$ cat config.mk
export PLATFORM = sky130hd
export DESIGN_NAME = seq_div_unit
export DESIGN_NICKNAME = d
export VERILOG_FILES = /design/src/rtl/div_pkg.sv /design/src/rtl/div_step.sv /design/src/rtl/seq_div_unit.sv
export SDC_FILE = /design/constraint.sdc
export NUM_CORES = 1
export LEC_CHECK = 0
export CAP_MARGIN = 20
export CORE_MARGIN = 2
export CORE_UTILIZATION = 57
export CTS_CLUSTER_SIZE = 16
export DETAILED_ROUTE_END_ITERATION = 7
export GPL_TIMING_DRIVEN = 0
export PLACE_DENSITY = 0.79
export SYNTH_ARGS = -nofsm -noshare
export SYNTH_HDL_FRONTEND = slang
export SYNTH_SLANG_ARGS = --single-unit
$ cat constraint.sdc
create_clock -name clk -period 8.98 [get_ports clk]
set_clock_uncertainty 0.1 [all_clocks]
set_input_delay 1.796 -clock clk [delete_from_list [all_inputs] [get_ports clk]]
set_output_delay 1.796 -clock clk [all_outputs]
set_load 0.05 [all_outputs]
$ cat src/rtl/div_pkg.sv
// Shared types and constants for the sequential signed divider.
package div_pkg;
    localparam int WIDTH_DEF = 32;
    localparam int CNT_W_DEF = 5;

    typedef enum logic [1:0] {
        IDLE = 2'd0,
        ITER = 2'd1,
        FIX  = 2'd2,
        DONE = 2'd3
    } state_t;

    // z_out field positions: {remainder, quotient}
    localparam int QUO_LSB = 0;
    localparam int REM_LSB = WIDTH_DEF;
endpackage

$ cat src/rtl/div_step.sv
// One restoring-division iteration on unsigned magnitudes (combinational).
module div_step #(
    parameter int W = 32
) (
    input  logic [W-1:0] i_rem,
    input  logic [W-1:0] i_quo,
    input  logic [W-1:0] i_dvsr,
    output logic [W-1:0] o_rem,
    output logic [W-1:0] o_quo
);
    logic [W:0] w_sh;
    logic [W:0] w_sub;
    logic       w_ge;

    // One extra bit keeps the shifted remainder exact before the compare.
    assign w_sh  = {i_rem, i_quo[W-1]};
    assign w_ge  = (w_sh >= {1'b0, i_dvsr});
    assign w_sub = w_sh - {1'b0, i_dvsr};
    assign o_rem = w_ge ? w_sub[W-1:0] : w_sh[W-1:0];
    assign o_quo = {i_quo[W-2:0], w_ge};
endmodule

$ cat src/rtl/seq_div_unit.sv
// Multi-cycle signed divider producing {remainder, quotient} for the Z register.
// Optional DIV_BYZERO_FLAG_EN: zero divisor skips iteration and raises dbz with done.
module seq_div_unit
    import div_pkg::*;
#(
    parameter int WIDTH = div_pkg::WIDTH_DEF,
    parameter int CNT_W = div_pkg::CNT_W_DEF
) (
    input  logic               clk,
    input  logic               clr,
    input  logic               start,
    input  logic [WIDTH-1:0]   dividend,
    input  logic [WIDTH-1:0]   divisor,
    output logic               busy,
    output logic               done,
    output logic [2*WIDTH-1:0] z_out,
    output logic               dbz
);
    state_t             r_state, w_nxt;
    logic [CNT_W-1:0]   r_cnt;
    logic [WIDTH-1:0]   r_rem;
    logic [WIDTH-1:0]   r_quo;
    logic [WIDTH-1:0]   r_dvsr;
    logic               r_neg_q;
    logic               r_neg_r;
    logic [2*WIDTH-1:0] r_z;

    logic [WIDTH-1:0]   w_dvd_mag, w_dvs_mag;
    logic [WIDTH-1:0]   w_rem_nxt, w_quo_nxt;
    logic [WIDTH-1:0]   w_quo_fix, w_rem_fix;
    logic               w_last;

    // Negating the most negative value yields itself, read as unsigned magnitude.
    assign w_dvd_mag = dividend[WIDTH-1] ? (~dividend + 1'b1) : dividend;
    assign w_dvs_mag = divisor[WIDTH-1]  ? (~divisor + 1'b1)  : divisor;
    assign w_last    = (r_cnt == CNT_W'(WIDTH-1));
    assign w_quo_fix = r_neg_q ? (~r_quo + 1'b1) : r_quo;
    assign w_rem_fix = r_neg_r ? (~r_rem + 1'b1) : r_rem;

    div_step #(.W(WIDTH)) u_step (
        .i_rem  (r_rem),
        .i_quo  (r_quo),
        .i_dvsr (r_dvsr),
        .o_rem  (w_rem_nxt),
        .o_quo  (w_quo_nxt)
    );

`ifdef DIV_BYZERO_FLAG_EN
    logic r_zero;
    logic w_zero;
    assign w_zero = (divisor == '0);
    assign dbz    = r_zero && (r_state == DONE);
`else
    assign dbz    = 1'b0;
`endif

    always_comb begin
        w_nxt = r_state;
        case (r_state)
            IDLE: begin
                if (start) begin
`ifdef DIV_BYZERO_FLAG_EN
                    w_nxt = w_zero ? FIX : ITER;
`else
                    w_nxt = ITER;
`endif
                end
            end
            ITER:    if (w_last) w_nxt = FIX;
            FIX:     w_nxt = DONE;
            DONE:    w_nxt = IDLE;
            default: w_nxt = IDLE;
        endcase
    end

    always_ff @(posedge clk) begin
        if (!clr) begin
            r_state <= IDLE;
            r_cnt   <= '0;
            r_rem   <= '0;
            r_quo   <= '0;
            r_dvsr  <= '0;
            r_neg_q <= 1'b0;
            r_neg_r <= 1'b0;
            r_z     <= '0;
`ifdef DIV_BYZERO_FLAG_EN
            r_zero  <= 1'b0;
`endif
        end else begin
            r_state <= w_nxt;
            case (r_state)
                IDLE: begin
                    if (start) begin
                        r_rem   <= '0;
                        r_quo   <= w_dvd_mag;
                        r_dvsr  <= w_dvs_mag;
                        r_neg_r <= dividend[WIDTH-1];
                        r_neg_q <= dividend[WIDTH-1] ^ divisor[WIDTH-1];
                        r_cnt   <= '0;
`ifdef DIV_BYZERO_FLAG_EN
                        r_zero  <= w_zero;
                        // Preload what a full run with a zero divisor would leave behind.
                        if (w_zero) begin
                            r_rem <= w_dvd_mag;
                            r_quo <= '1;
                        end
`endif
                    end
                end
                ITER: begin
                    r_rem <= w_rem_nxt;
                    r_quo <= w_quo_nxt;
                    r_cnt <= r_cnt + 1'b1;
                end
                FIX:     r_z <= {w_rem_fix, w_quo_fix};
                default: ;
            endcase
        end
    end

    assign busy  = (r_state != IDLE);
    assign done  = (r_state == DONE);
    assign z_out = r_z;
endmodule

Word level (Yosys, flattened, before mapping)
Index checks and enable logic that the tools add are counted.
{"block": "totals", "register_bits": 169, "output_inout_bits": 67, "word_cells": 46}
{"block": "op_classes", "n_addsub": 6, "order_cmp": 1, "n_eq_ne": 6, "muxes": 14, "bitwise_logic": 5, "reduce_logical": 6}
{"op": "32-bit 2-to-1 mux", "n": 7}
{"op": "32-bit by 1-bit adder with 32-bit output, second input constant", "n": 4}
{"op": "32-bit NOT", "n": 4}
{"op": "32-bit one-hot mux with 2 select lines", "n": 2}
{"op": "33-bit by 32-bit greater-or-equal comparator with 1-bit output", "n": 1}
{"op": "32-bit subtractor", "n": 1}
{"op": "5-bit one-hot mux with 2 select lines", "n": 1}
{"op": "2-bit one-hot mux with 4 select lines", "n": 1}
{"op": "2-bit AND reduction", "n": 3}
{"op": "5-bit by 1-bit adder with 5-bit output, second input constant", "n": 1}
{"op": "5-bit equality test, second input constant", "n": 1}
{"op": "5-bit 2-to-1 mux", "n": 1}
{"op": "2-bit equality test, second input constant", "n": 2}
{"op": "2-bit 2-to-1 mux", "n": 2}
{"op": "2-bit inequality test, second input constant", "n": 2}
{"op": "2-bit nonzero test", "n": 2}
{"op": "2-bit by 1-bit equality test with 1-bit output, second input constant", "n": 1}
{"op": "2-bit zero test", "n": 1}
{"op": "1-bit XOR", "n": 1}

Longest topological paths before layout
Gate-level depths: netlist (run 1).
{"block": "depth", "ltp_word": 5, "mapped_depth": 14}

Modules after synthesis
Synthesis (run 1) repeated with hierarchy kept, for this count alone.
{"block": "hier_totals", "hier_cells": 1456, "area_unflattened_um2": 11692.5}
{"module": "seq_div_unit", "instances": 1, "cells_each": 1094, "area_per_inst_um2": 9061.2}
{"module": "div_step", "instances": 1, "cells_each": 362, "area_per_inst_um2": 2631.3}

Worst setup path after synthesis (run 1)
Ideal clock, no wire load.
{"block": "synth_timing", "path_type": "in2reg", "from": "in divisor[1]", "to": "reg r_dvsr[28]", "setup_ns": 0.116, "t_arrival_ns": 4.512, "path_slack_ns": 4.252, "cell_stages": 11, "cell_sequence": "inv_1 > ha_1 > or3b_1 > or3_4 > or4_4 > or3_4 > or3_4 > o31ai_2 > xor2_1 > nand2_1 > o211a_1"}
{"block": "synth_between", "elab_chain_cells": 3}
{"item": "start, declared", "line": "seq_div_unit.sv:13", "rtl": "input logic [WIDTH-1:0] divisor,"}
{"item": "32-bit NOT", "line": "seq_div_unit.sv:35", "rtl": "assign w_dvs_mag = divisor[WIDTH-1] ? (~divisor + 1'b1) : divisor;"}
{"item": "32-bit by 1-bit adder with 32-bit output", "line": "seq_div_unit.sv:35"}
{"item": "32-bit 2-to-1 mux", "line": "seq_div_unit.sv:35"}
{"item": "end signal, assigned", "line": "seq_div_unit.sv:96", "rtl": "r_dvsr <= w_dvs_mag;"}
{"item": "end, declared", "line": "seq_div_unit.sv:23", "rtl": "logic [WIDTH-1:0] r_dvsr;"}
Every way passes these cells.
A chain may end at the register's enable or synchronous reset.

Worst setup path in the final report (run 1)
{"block": "layout_timing", "from": "in divisor[0]", "to": "reg r_dvsr[30]"}
The elaborated chain is that of the path after synthesis.

==> impl_metrics.ini, run 1 <==
[worst_setup_path]
critPathBufInv = 2
endpoint_kind = flop
critPathLaunchType = input port
arrival_ns = 5.27
cp_top_family = simple AND/OR/NAND/NOR gates
worstPathMaxFanout = 5
slowest_delay_ns = 0.51
path_class = in2reg
crit_chain = clkdlybuf4s50_1, inv_1, ha_1, or3b_1, or3_4, or4_4, or3_4, or3_4, o21ai_0, xor2_1, nand2_1, o211a_1
worstPathRequired_ns = 9.21
cp_slowest_cell = or4_4
critPathMostFrequentCell = or3_4

[pwr]
clkPwrFrac_pct = 17.8
switchingPower_uw = 1829
p_leak_uw = 0.005566
p_per_area_nw_per_um2 = 301.8
seqPwrFrac_pct = 28.9
p_sw_share_pct = 46.36
intPower_uw = 2116
share_comb_of_total_power_pct = 53.2
peakVddDrop_mv = 0.1325

[global_routing]
grt_first_pass_wirelength_um = 47420
antenna_found_initial = 1
met2_usage_pct = 52.96
grt_pass1_vias = 9753
gr-usage-met3_pct = 3.499
use_met1_pct = 35.06
gr-usage-all-layers_pct = 29.23
grt_overflow = 0
grt_max_degree = 17
busiest_layer = met2

[placed_design]
dp_hpwl_um = 22880
place_congestion = 0.9280
io_buffers = 131

[floorplanning]
die_area_um2 = 20250
pin_count = 134
start_util_pct = 58.28
core_area_um2 = 18710
die_h_um = 142.3
rows = 50
die_w_um = 142.3

[flow_run]
drv_cap = 0

[logic_synthesis]
syn_area_um2 = 10900
synth_area_leaders = dfxtp_1 (31%), xor2_1 (8.4%), nand2_1 (8.1%)
synth_cells = 1350
ys_warn_count = 0
synth-edff-count = 0
synth_xor_area_share_pct = 11.97
synth_mux_area_share_pct = 4.132
synth-seq-cells = 169
syn-num-nets = 1460
synth_most_common_cell = nand2_1
synth_common_cells = nand2_1 (234), dfxtp_1 (169), o21ai_0 (120)
yosysTopAreaCell = dfxtp_1
async_reset_ff_share_pct = 0
ys_types = 62
synth-adder-area-share_pct = 5.004
yosysSeqAreaShare_pct = 31.03
synth_compound_area_share_pct = 24.71
yosysTopAreaCellShare_pct = 31.03
yosys_most_used_dff = dfxtp_1
avgSynthCellArea_um2 = 8.075
yosys.area_share.simple_pct = 18.31
synth_top_family_by_area = compound AO/OA/AOI/OAI gates

[timing]
finalHoldViolCount = 0
setup_tns_ns = 0
min_period_ns = 5.043
finalSetupViolCount = 0
worstMarginPinSlew_ns = 0.8743
max_freq_mhz = 198.3
grt_setup_unrepaired = false
fin_crit_sh_pct = 56.16
slew_viol_final = 0
max_slew_margin_pct = 41.71

[finish]
postLayoutCoreUtil_pct = 69.87
area_growth_pct = 19.88
drive_above_1_share_pct = 3.239
finalNetCount = 1610
antenna_cells = 0

[cts]
clk_latency_ns = 0.43
cts_resized = 0
cts_buffer_depth = 2
ctsHoldBuffers = 0
cts_buffers = 17
clockRootBuffer = clkbuf_16
cts_tree = done
cts_sinks = 169
post_cts_buffers = 0
path_clk_slew_ns = 0.07
htreeDepth = 4

[routing]
wl_per_cell_um = 16.96
drt_iter0_drc = 597
antenna_left = 0
routed_wl_um = 29630
drc = 0
viasPerCell = 5.878
via_count = 10270
firstDrtPassIters = 5

[worst_hold_path]
hold_class = reg2reg

[outcome]
status = completed
-- metrics by stage --
step                power (uW)  hold WS (ns)  cell area, um2  instances  setup slack (ns)
floorplan                 2617        0.3472           10900       1350             4.252
global placement          3183        0.3611           12510       1715             3.549
detailed placement        3224        0.3673           12510       1715             3.474
CTS                       3936        0.3815           13070       1747             3.923
global route              4185        0.3900           13070       1747             3.805
finish                    3945        0.3785           13070       1747             3.937
-- power groups by stage --
stage	clock, uW	sequential [uW]	combinational, uW
2_1_floorplan	0	1430	1190
3_3_place_gp	0	1150	2040
4_1_cts	712	1140	2090
5_1_grt	744	1160	2280
3_5_place_dp	0	1150	2070
6_report	704	1140	2100
-- cell families (layout without fill, tap and decap cells) --
| logic type | after synthesis | in the layout |
|---|---|---|
| AOI/OAI and AO/OA | 382 | 382 |
| DFF | 169 | 169 |
| buffers and inverters | 137 | 300 |
| other | 1 | 1 |
| adders and majority gates | 43 | 43 |
| xor gates and xnor gates | 149 | 149 |
| muxes | 45 | 45 |
| and+or+nand+nor | 424 | 424 |
-- cell type report --
cell class / count / area [um2]
Multi-Input combinational cell: 1044 / 6994
Clock buffer: 19 / 442.9
Timing Repair Buffer: 131 / 1311
Clock inverter: 13 / 120.1
Sequential cell: 169 / 3383
Tap cell: 234 / 292.8
Buffer: 83 / 321.6
Fill cell: 1605 / 5637
Inverter: 54 / 202.7
-- cell usage in the layout, fill, tap and decap left out, types with 9 or more instances in the layout --
master           count
a21boi_0            22
a21oi_1             62
and2_1               9
buf_1               10
clkbuf_1            70
clkbuf_16           17
clkdlybuf4s50_1    131
dfxtp_1            169
ha_1                42
inv_1               54
mux2i_1             45
nand2_1            234
nand2b_1            11
nand3_1             18
nor2_1              45
nor2b_1             26
nor3_1              10
nor4_1              10
o211a_1             73
o21ai_0            120
o31ai_1             30
o41ai_1             16
or3_1                9
or4_1               20
xnor2_1             45
xor2_1             104
-- sequential cells by signal, summed over array words and instances (netlist names) --
name and flops:
r_rem 32, r_state 2, r_neg_r 1, r_quo 32, r_neg_q 1, z_out 64
r_cnt 5, r_dvsr 32
-- metal layers --
metal | up-vias | wire length [um]
met5 | - | 0
met4 | 0 | 1041
met3 | 68 | 1596
met2 | 353 | 14590
met1 | 4753 | 12410
li1 | 5094 | -
-- final timing paths --
path                    from         end  slack [ns]  cells after the start
setup / recovery  divisor[0]  r_dvsr[30]        3.94                     12
hold / removal     z_out[41]   z_out[41]        0.38                      1
setup reg to reg   r_rem[14]   r_rem[28]        4.67                     13
hold reg to reg    z_out[41]   z_out[41]        0.38                      1
Power figures use the tool's default switching activity.
==> inputs of run 2 (changes only) <==
clock period = 4.9 ns   (was 8.98 ns; I/O delays follow)
==> results of run 2 <==
The final DEF is identical to that of run 1. Status: completed.
Among the figures that moved: setup slack after placement 3.474 ns -> 0.2102 ns; setup slack after layout 3.937 ns -> 0.5894 ns; start point of the critical path divisor[0] -> r_rem[14]; end point of the critical path r_dvsr[30] -> r_rem[28]; register-to-register setup slack 4.67 ns -> 0.59 ns; total power 3945 uW -> 7229 uW; worst IR drop on VDD 0.1325 mV -> 0.2427 mV
==> inputs of run 3 (changes only) <==
ABC_AREA = 1   (was not set)
GPL_TIMING_DRIVEN = not set   (was 0)
PLACE_DENSITY = 0.78   (was 0.79)
==> impl_metrics.ini, run 3 <==
[outcome]
status = completed

[floorplanning]
die_w_um = 153.3
die_area_um2 = 23490
die_h_um = 153.3
pin_count = 134
rows = 54
start_util_pct = 58.20
core_area_um2 = 21820

[logic_synthesis]
synth-edff-count = 0
synth_most_common_cell = nand2_1
yosysSeqAreaShare_pct = 26.64
synth_common_cells = nand2_1 (576), inv_1 (332), nor2_1 (232)
avgSynthCellArea_um2 = 5.974
async_reset_ff_share_pct = 0
syn_area_um2 = 12700
synth_area_leaders = dfxtp_1 (27%), nand2_1 (17%), inv_1 (9.8%)
yosysTopAreaCell = dfxtp_1
yosys_most_used_dff = dfxtp_1
syn-num-nets = 2236
ys_types = 44
ys_warn_count = 0
synth-seq-cells = 169
synth_cells = 2126
yosysTopAreaCellShare_pct = 26.64

[finish]
multi_input_comb_area_um2 = 7680
final_cells = 2502
final_cell_mix = nand2_1 (576), inv_1 (332), nor2_1 (232)
final_common_cell = nand2_1
area_growth_pct = 16.09
antenna_cells = 0
register_area_um2 = 3383
drive_above_1_share_pct = 3.780
largest_reg_flops = 64
fillers = 2065
finalNetCount = 2319
postLayoutCoreUtil_pct = 67.56

[pwr]
share_comb_of_total_power_pct = 62.5
p_leak_uw = 0.007310
p_per_area_nw_per_um2 = 640.5
intPower_uw = 4415
seqPwrFrac_pct = 23.1
p_sw_share_pct = 53.26
power.total_uw = 9444
peakVddDrop_mv = 0.4504
clkPwrFrac_pct = 14.4
switchingPower_uw = 5030

[timing]
layout_setup_ws_ns = 1.702
worstMarginPinSlew_ns = 0.9509
fin_crit_sh_pct = 65.26
finalHoldViolCount = 0
max_freq_mhz = 312.7
grt_setup_unrepaired = false
min_period_ns = 3.198
finalSetupViolCount = 0
slew_viol_final = 0
max_slew_margin_pct = 36.52
setup_tns_ns = 0

[worst_setup_path]
critPathLaunchType = flop
critPathBufInv = 0
critPathMostFrequentCell = nand2_1
cp_slowest_cell = dfxtp_1
endpoint_kind = flop
worstPathRequired_ns = 5.09
crit_chain = ha_1, nand2_1, nand2_1, nand2_1, nand2_1, nand2_1, nand2_1, nand2_1, nand2_1, nor2_4, nand2_4, o21ai_0, a21oi_1
cp_top_family = simple AND/OR/NAND/NOR gates
slowest_delay_ns = 0.63
arrival_ns = 3.39
worstPathMaxFanout = 33
path_class = reg2reg

[routing]
viasPerCell = 5.579
wl_per_cell_um = 15.95
antenna_left = 0
firstDrtPassIters = 6
drt_iter0_drc = 1373
drc = 0
routed_wl_um = 39920
via_count = 13960

[global_routing]
grt_overflow = 0
grt_pass1_vias = 12380
antenna_found_initial = 0
gr-usage-all-layers_pct = 33.38
grt_max_degree = 71
grt_first_pass_wirelength_um = 63680

[placed_design]
place_ws_ns = 1.384
dp_hpwl_um = 30590
io_buffers = 132
place_congestion = 0.9504
dpl.cell_count = 2468

[cts]
cts_resized = 0
cts_buffers = 17
post_cts_buffers = 0
clockRootBuffer = clkbuf_16
cts_buffer_depth = 2
cts_sinks = 169
clk_latency_ns = 0.44
cts_tree = done
path_clk_slew_ns = 0.07
ctsHoldBuffers = 0
htreeDepth = 4

[worst_hold_path]
hold_class = reg2reg

[flow_run]
drv_cap = 0
## run 3: cell types whose count changed after synthesis, moves of 73 or more
| cell | before | now |
|---|---|---|
| nand2_1 | 234 | 576 |
| inv_1 | 54 | 332 |
| nor2_1 | 45 | 232 |
| nand3_1 | 18 | 151 |
| a21oi_1 | 62 | 170 |
| o211a_1 | 73 | 0 |
## run 3: through the flow
step | hold WS (ns) | cell area (um2)
final | 0.3722 | 14740
after global routing | 0.3959 | 14740
after CTS | 0.3697 | 14700
after detailed placement | 0.3586 | 14110
after global placement | 0.3536 | 14110
after floorplan | 0.3453 | 12700
## run 3: worst paths after layout
kind	start	to	slack [ns]	depth (start not counted)
setup / recovery	r_rem[17]	r_quo[0]	1.70	13
hold / removal	r_quo[29]	r_quo[29]	0.37	2
setup reg to reg	r_rem[17]	r_quo[0]	1.70	13
hold reg to reg	r_quo[29]	r_quo[29]	0.37	2
## run 3: logic make-up after synthesis
kind of cell             share of synthesized area [%]
AND/OR/NAND/NOR                                  34.45
buffers and inverters                            12.99
AO/OA/AOI/OAI                                    16.49
flip-flops                                       26.64
XOR/XNOR                                         5.103
adder cells (fa/ha/maj)                          4.295
other                                          0.02953
## run 3: power by group through the flow
| stage | logic (uW) | clock network, uW | registers [uW] |
|---|---|---|---|
| floorplan | 3760 | 0 | 2640 |
| global placement | 5670 | 0 | 2170 |
| detailed placement | 5750 | 0 | 2180 |
| CTS | 5780 | 1360 | 2160 |
| global route | 6550 | 1420 | 2220 |
| finish | 5900 | 1360 | 2180 |
## run 3: per-layer routing
layer	track usage (%)	wire, um	up-vias
met3	4.083	3355	80
li1	-	-	6926
met1	49.19	18430	6327
met5	0	0	-
met4	12.04	1270	0
met2	49.94	16860	625
## run 3: cell type report
type	instances	area share (%)
timing repair buffer	147	9.980
tap	280	2.376
clock inverter	12	0.8826
clock buffer	20	3.097
sequential	169	22.95
multi-input combinational	1535	52.09
inverter	339	8.630
## run 3: tightest hold or removal path: cells and delay by family, from the launching register on
family | cells | cell delay (ns)
AND/OR/NAND/NOR | 1 | 0.06
flip-flops | 1 | 0.32
AO/OA/AOI/OAI | 1 | 0.05
